--- src/rtl/alu_mem_pkg.sv ---
// Shared definitions for the ALU command sequencer.
//   - Register map of the memory-mapped ALU (operand A, operand B, opcode,
//     execute strobe register).
//   - Sequencer state type.
//   - Opcode width.
package alu_mem_pkg;

    localparam int OP_WIDTH = 3;

    localparam int A_REG    = 0;
    localparam int B_REG    = 1;
    localparam int OP_REG   = 2;
    localparam int EXEC_REG = 3;

    typedef enum logic [2:0] {
        IDLE     = 3'd0,
        WR_A     = 3'd1,
        WR_B     = 3'd2,
        WR_OP    = 3'd3,
        WR_EXEC  = 3'd4,
        WAIT     = 3'd5,
        CLR_EXEC = 3'd6,
        RESP     = 3'd7
    } seq_state_e;

endpackage

--- src/rtl/alu_cmd_seq.sv ---
// ALU command sequencer.
// Accepts one command (A, B, opcode), programs a memory-mapped ALU with
// four single-cycle writes, waits ALU_LATENCY cycles, captures the result,
// clears the execute register and presents the result until it is consumed.
// Only one command is in flight at a time.
//
// state    | meaning
// ---------+---------------------------------------------------------
// IDLE     | ready for a command (cmd_ready=1)
// WR_A     | write operand A to A_REG
// WR_B     | write operand B to B_REG
// WR_OP    | write zero-extended opcode to OP_REG
// WR_EXEC  | write 1 to EXEC_REG, load wait counter
// WAIT     | ALU_LATENCY cycles; result captured on the leaving edge
// CLR_EXEC | write 0 to EXEC_REG
// RESP     | rsp_valid=1, held until rsp_ready is sampled high
//
// Ports:
//   clk, reset                      clock, synchronous active-high reset
//   cmd_valid/cmd_ready             command handshake
//   cmd_a, cmd_b, cmd_op            command operands and opcode
//   mem_wr, mem_addr, mem_wdata     memory write port toward the ALU
//   alu_res                         ALU result input
//   rsp_valid/rsp_ready, rsp_data   response handshake and captured result
//   busy                            high in every state except IDLE
module alu_cmd_seq
    import alu_mem_pkg::*;
#(
    parameter int DATA_WIDTH  = 8,
    parameter int ADDR_WIDTH  = 8,
    parameter int ALU_LATENCY = 2
) (
    input  logic                    clk,
    input  logic                    reset,
    input  logic                    cmd_valid,
    output logic                    cmd_ready,
    input  logic [DATA_WIDTH-1:0]   cmd_a,
    input  logic [DATA_WIDTH-1:0]   cmd_b,
    input  logic [OP_WIDTH-1:0]     cmd_op,
    output logic                    mem_wr,
    output logic [ADDR_WIDTH-1:0]   mem_addr,
    output logic [DATA_WIDTH-1:0]   mem_wdata,
    input  logic [2*DATA_WIDTH-1:0] alu_res,
    output logic                    rsp_valid,
    input  logic                    rsp_ready,
    output logic [2*DATA_WIDTH-1:0] rsp_data,
    output logic                    busy
);

    // Counter is loaded with LATENCY-1 so WAIT spans exactly ALU_LATENCY cycles.
    localparam logic [3:0] WAIT_LOAD = 4'(ALU_LATENCY - 1);

    seq_state_e              state_q, state_d;
    logic [3:0]              wait_cnt_q, wait_cnt_d;
    logic [DATA_WIDTH-1:0]   a_q, b_q;
    logic [OP_WIDTH-1:0]     op_q;
    logic [2*DATA_WIDTH-1:0] rsp_data_q, rsp_data_d;
    logic                    accept;

    assign accept = cmd_valid && (state_q == IDLE);

    always_ff @(posedge clk) begin
        if (reset) begin
            state_q    <= IDLE;
            wait_cnt_q <= 4'd0;
            rsp_data_q <= '0;
            a_q        <= '0;
            b_q        <= '0;
            op_q       <= '0;
        end else begin
            state_q    <= state_d;
            wait_cnt_q <= wait_cnt_d;
            rsp_data_q <= rsp_data_d;
            if (accept) begin
                a_q  <= cmd_a;
                b_q  <= cmd_b;
                op_q <= cmd_op;
            end
        end
    end

    always_comb begin
        state_d    = state_q;
        wait_cnt_d = wait_cnt_q;
        rsp_data_d = rsp_data_q;
        mem_wr     = 1'b0;
        mem_addr   = '0;
        mem_wdata  = '0;
        rsp_valid  = 1'b0;
        cmd_ready  = 1'b0;

        unique case (state_q)
            IDLE: begin
                cmd_ready = 1'b1;
                if (cmd_valid) state_d = WR_A;
            end
            WR_A: begin
                mem_wr    = 1'b1;
                mem_addr  = ADDR_WIDTH'(A_REG);
                mem_wdata = a_q;
                state_d   = WR_B;
            end
            WR_B: begin
                mem_wr    = 1'b1;
                mem_addr  = ADDR_WIDTH'(B_REG);
                mem_wdata = b_q;
                state_d   = WR_OP;
            end
            WR_OP: begin
                mem_wr    = 1'b1;
                mem_addr  = ADDR_WIDTH'(OP_REG);
                mem_wdata = DATA_WIDTH'(op_q);
                state_d   = WR_EXEC;
            end
            WR_EXEC: begin
                mem_wr     = 1'b1;
                mem_addr   = ADDR_WIDTH'(EXEC_REG);
                mem_wdata  = DATA_WIDTH'(1);
                wait_cnt_d = WAIT_LOAD;
                state_d    = WAIT;
            end
            WAIT: begin
                if (wait_cnt_q == 4'd0) begin
                    rsp_data_d = alu_res;
                    state_d    = CLR_EXEC;
                end else begin
                    wait_cnt_d = wait_cnt_q - 4'd1;
                end
            end
            CLR_EXEC: begin
                mem_wr    = 1'b1;
                mem_addr  = ADDR_WIDTH'(EXEC_REG);
                mem_wdata = '0;
                state_d   = RESP;
            end
            RESP: begin
                rsp_valid = 1'b1;
                if (rsp_ready) state_d = IDLE;
            end
            default: state_d = IDLE;
        endcase
    end

    assign rsp_data = rsp_data_q;
    assign busy     = (state_q != IDLE);

endmodule

--- config.mk ---
export PLATFORM = sky130hd
export DESIGN_NAME = alu_cmd_seq
export DESIGN_NICKNAME = d
export VERILOG_FILES = /design/src/rtl/alu_mem_pkg.sv /design/src/rtl/alu_cmd_seq.sv
export SDC_FILE = /design/constraint.sdc
export NUM_CORES = 1
export LEC_CHECK = 0
export ABC_AREA = 1
export CORE_UTILIZATION = 30
export DETAILED_ROUTE_END_ITERATION = 6
export GPL_TIMING_DRIVEN = 0
export SETUP_SLACK_MARGIN = 0.1
export SYNTH_ARGS = -nofsm -noshare
export SYNTH_HDL_FRONTEND = slang
export SYNTH_SLANG_ARGS = --single-unit
--- constraint.sdc ---
create_clock -name clk -period 1.57 [get_ports clk]
set_input_delay 0.3925 -clock clk [delete_from_list [all_inputs] [get_ports clk]]
set_output_delay 0.3925 -clock clk [all_outputs]
set_load 0.01 [all_outputs]
==> results.yml <==
final_layout:
  num_antenna_cells: 0
  layout.cells.most_common: "dfxtp_1"
  finish.instance_area_um2: 3390
  layout_common_cells: "dfxtp_1, inv_1, clkdlybuf4s50_1"
  nets: 390
  finish.utilization: 0.536
  num-fill-cells: 580
  drive_gt1_frac: 0.364
  area_delta_synth_final_pct: 72.7
setup_path:
  timing.setup.critical_path_class: "reg -> out"
  cp_slowest_stage_delay_ns: 0.38
  crit_path_end_kind: "output port"
  critical_path.slowest_cell: "dfxtp_4"
  worstPathArrival_ns: 1.41
  start_kind: "register"
  worstPathRequired_ns: 1.18
  critPathMaxFanout: 8
  critical-path-top-delay-family: "flip-flops"
  timing.critical_path.cells: "inv_4 > ha_4 > nand2_8 > o2111ai_4 > buf_2"
  cp.buffers_inverters: 2
clock_tree:
  cts.root.buffer_cell: "clkbuf_8"
  htree_levels: 2
  clkTransAtPathRegs_ns: 0.08
  source_to_sink_clock_delay_at_the_later_pin_of_the_worst_skew_pair_ns: 0.30
  tritoncts: "yes"
  cts.path.max_buffers: 2
  cts_sinks: 42
  inserted_clock_buffers: 5
placed_design:
  placement.cell_area_um2: 2750
  buffer_ports.inserted: 67
  placement.setup.worst_slack_ns: -0.611
  post-dp-hpwl_mm: 3.56
  place_congestion: 0.817
timing:
  grt_setup_unrepaired: "yes"
  worst_slack_ns: -0.233
  final_skew_ns: 0.00270
  layout_worst_path_cycle_share: 1.15
  timing_hold_violations_final: 0
  fin_setup_tns_ns: -2.30
  period_needed_ns: 1.80
  finalSetupViolations: 23
  max_slew.worst_pin.slew_ns: 0.504
  clock.fmax_ghz: 0.555
  report.final.slew_viol_count: 0
  relSlewSlack: 0.663
power:
  power.density_nw_per_um2: 1410
  static-leakage-power_nw: 1.44
  vdd.ir_drop.worst_uv: 890
  power_mw: 4.79
floorplanning:
  die_w_um: 82.8
  rows: 29
  floorplan_die_height_um: 82.8
  io-pin-count: 75
  floorplan.die_area_um2: 6860
  core_region_area_um2: 6310
  initial_utilization: 0.311
route:
  wirelength_mm: 5.67
  vias_per_cell: 4.65
  post_drt_wl_per_cell_um: 13.4
  final_antenna_net_count: 0
  drt_first_iter_violations: 40
  drcViolationCount: 0
  routed_via_count: 1969
  number_of_optimization_iterations_in_the_first_detailed_route_pass: 4
synthesis:
  syn_area_cell_um2: 7.91
  synthCells: 248
  ys_types: 33
  synth-seq-cells: 42
  synth.yosys.seq_area_share: 0.429
  synthesis.yosys.warnings: 0
  mappedNetlistArea_um2: 1960
grt:
  grt_max_degree: 14
  number_of_global_route_vias_before_repair: 1882
  grt_util_all_layers: 0.162
  total_global_routing_overflow: 0
  wire_length_of_the_first_global_routing_pass_mm: 9.07
  antenna_violations_before_repair: 0
flow_run:
  timing.max_cap.violations: 0
worst_hold_path:
  min_path_type: "in -> reg"
outcome:
  violations_in_the_final_reports: "setup timing"
  outcome: "finished, violations left"
==> per-stage QoR <==
step	hold WS, ns	cells
CTS	0.381	418
global route	0.393	423
global placement	0.431	397
finish	0.397	423
detailed placement	0.436	397
floorplan	0.427	253
==> cells in the mapped netlist <==
cell       instances  area [µm²]
a21oi_1           39         195
a21oi_2            1        8.76
buf_12             1        20.0
buf_2              2        10.0
buf_4              7        52.6
buf_6              3        33.8
buf_8              1        15.0
clkbuf_2           1        5.00
clkbuf_4           1        7.51
conb_1             1        3.75
dfxtp_1           42         841
ha_1               6        75.1
inv_1             42         158
inv_2              2        7.51
inv_4              1        6.26
nand2_1           30         113
nand2_2            1        6.26
nand2_4            1        11.3
nand2_8            1        20.0
nand3_1            7        35.0
nand3_4            1        17.5
nand3b_1           1        7.51
nand4_1            2        12.5
nor2_1             7        26.3
nor3_1             1        5.00
o2111ai_1          1        8.76
o21ai_0           10        50.1
o21ai_1           22         110
o21ai_2            3        26.3
o221ai_1           3        26.3
o22ai_1            5        31.3
or2_0              1        6.26
xor2_1             1        8.76
==> where the power goes <==
part	total, mW	switching, mW	internal [mW]
Clock	0.872	0.397	0.475
Sequential	1.43	0.143	1.29
Combinational	2.48	1.27	1.21
Total	4.79	1.81	2.97
==> cells by family (layout without fill, tap and decap cells) <==
group                      count (synthesis)  in the layout  share of synthesized area
and+or+nand+nor                           53             54                      0.133
other                                      1              6                    0.00191
adders and majority gates                  6              6                     0.0383
buffers and inverters                     61            153                      0.161
DFF                                       42             42                      0.429
xor gates and xnor gates                   1              1                    0.00447
AOI/OAI and AO/OA                         84             84                      0.233
==> timing repair <==
item,CTS,global route
cloned,3,1
pin swaps,8,13
hold buffers,0,0
hold endpoints to repair,0,0
buffers inserted,10,5
resized for setup,125,53
endpoints found under the setup margin,37,54
==> path summary, 6_finish.rpt <==
check | slack, ns | cells after the start | from | endpoint
worst max-delay path | -0.23 | 5 | state_q[0] | mem_wdata[0]
worst min-delay path | 0.40 | 2 | reset | a_q[1]
worst max register to register | -0.03 | 9 | state_q[1] | rsp_data[11]
worst min register to register | 0.44 | 2 | rsp_data[3] | rsp_data[3]
==> sequential cells by signal, summed over array words and instances, names as in the netlist <==
register	flops
wait_cnt_q	4
rsp_data	16
state_q	3
a_q	8
b_q	8
op_q	3
==> cell type report <==
type	count	area, µm²	area share
clock buffers	6	72.6	0.0214
well taps	77	96.3	0.0285
clock inverters	2	37.5	0.0111
inverters	45	186	0.0551
repair buffers	84	821	0.242
flip-flops and latches	42	852	0.252
plain buffers	16	155	0.0458
multi-input cells	151	1160	0.344
==> routing by layer <==
layer  global-route usage  wire (µm)  up-vias
met2                0.265       2750       59
met3               0.0358        255        9
met1                0.215       2600      903
met4               0.0486         72        0
li1                     -          -      998
met5                    0          0        -
Note: power is estimated with default switching activity, not from simulation.
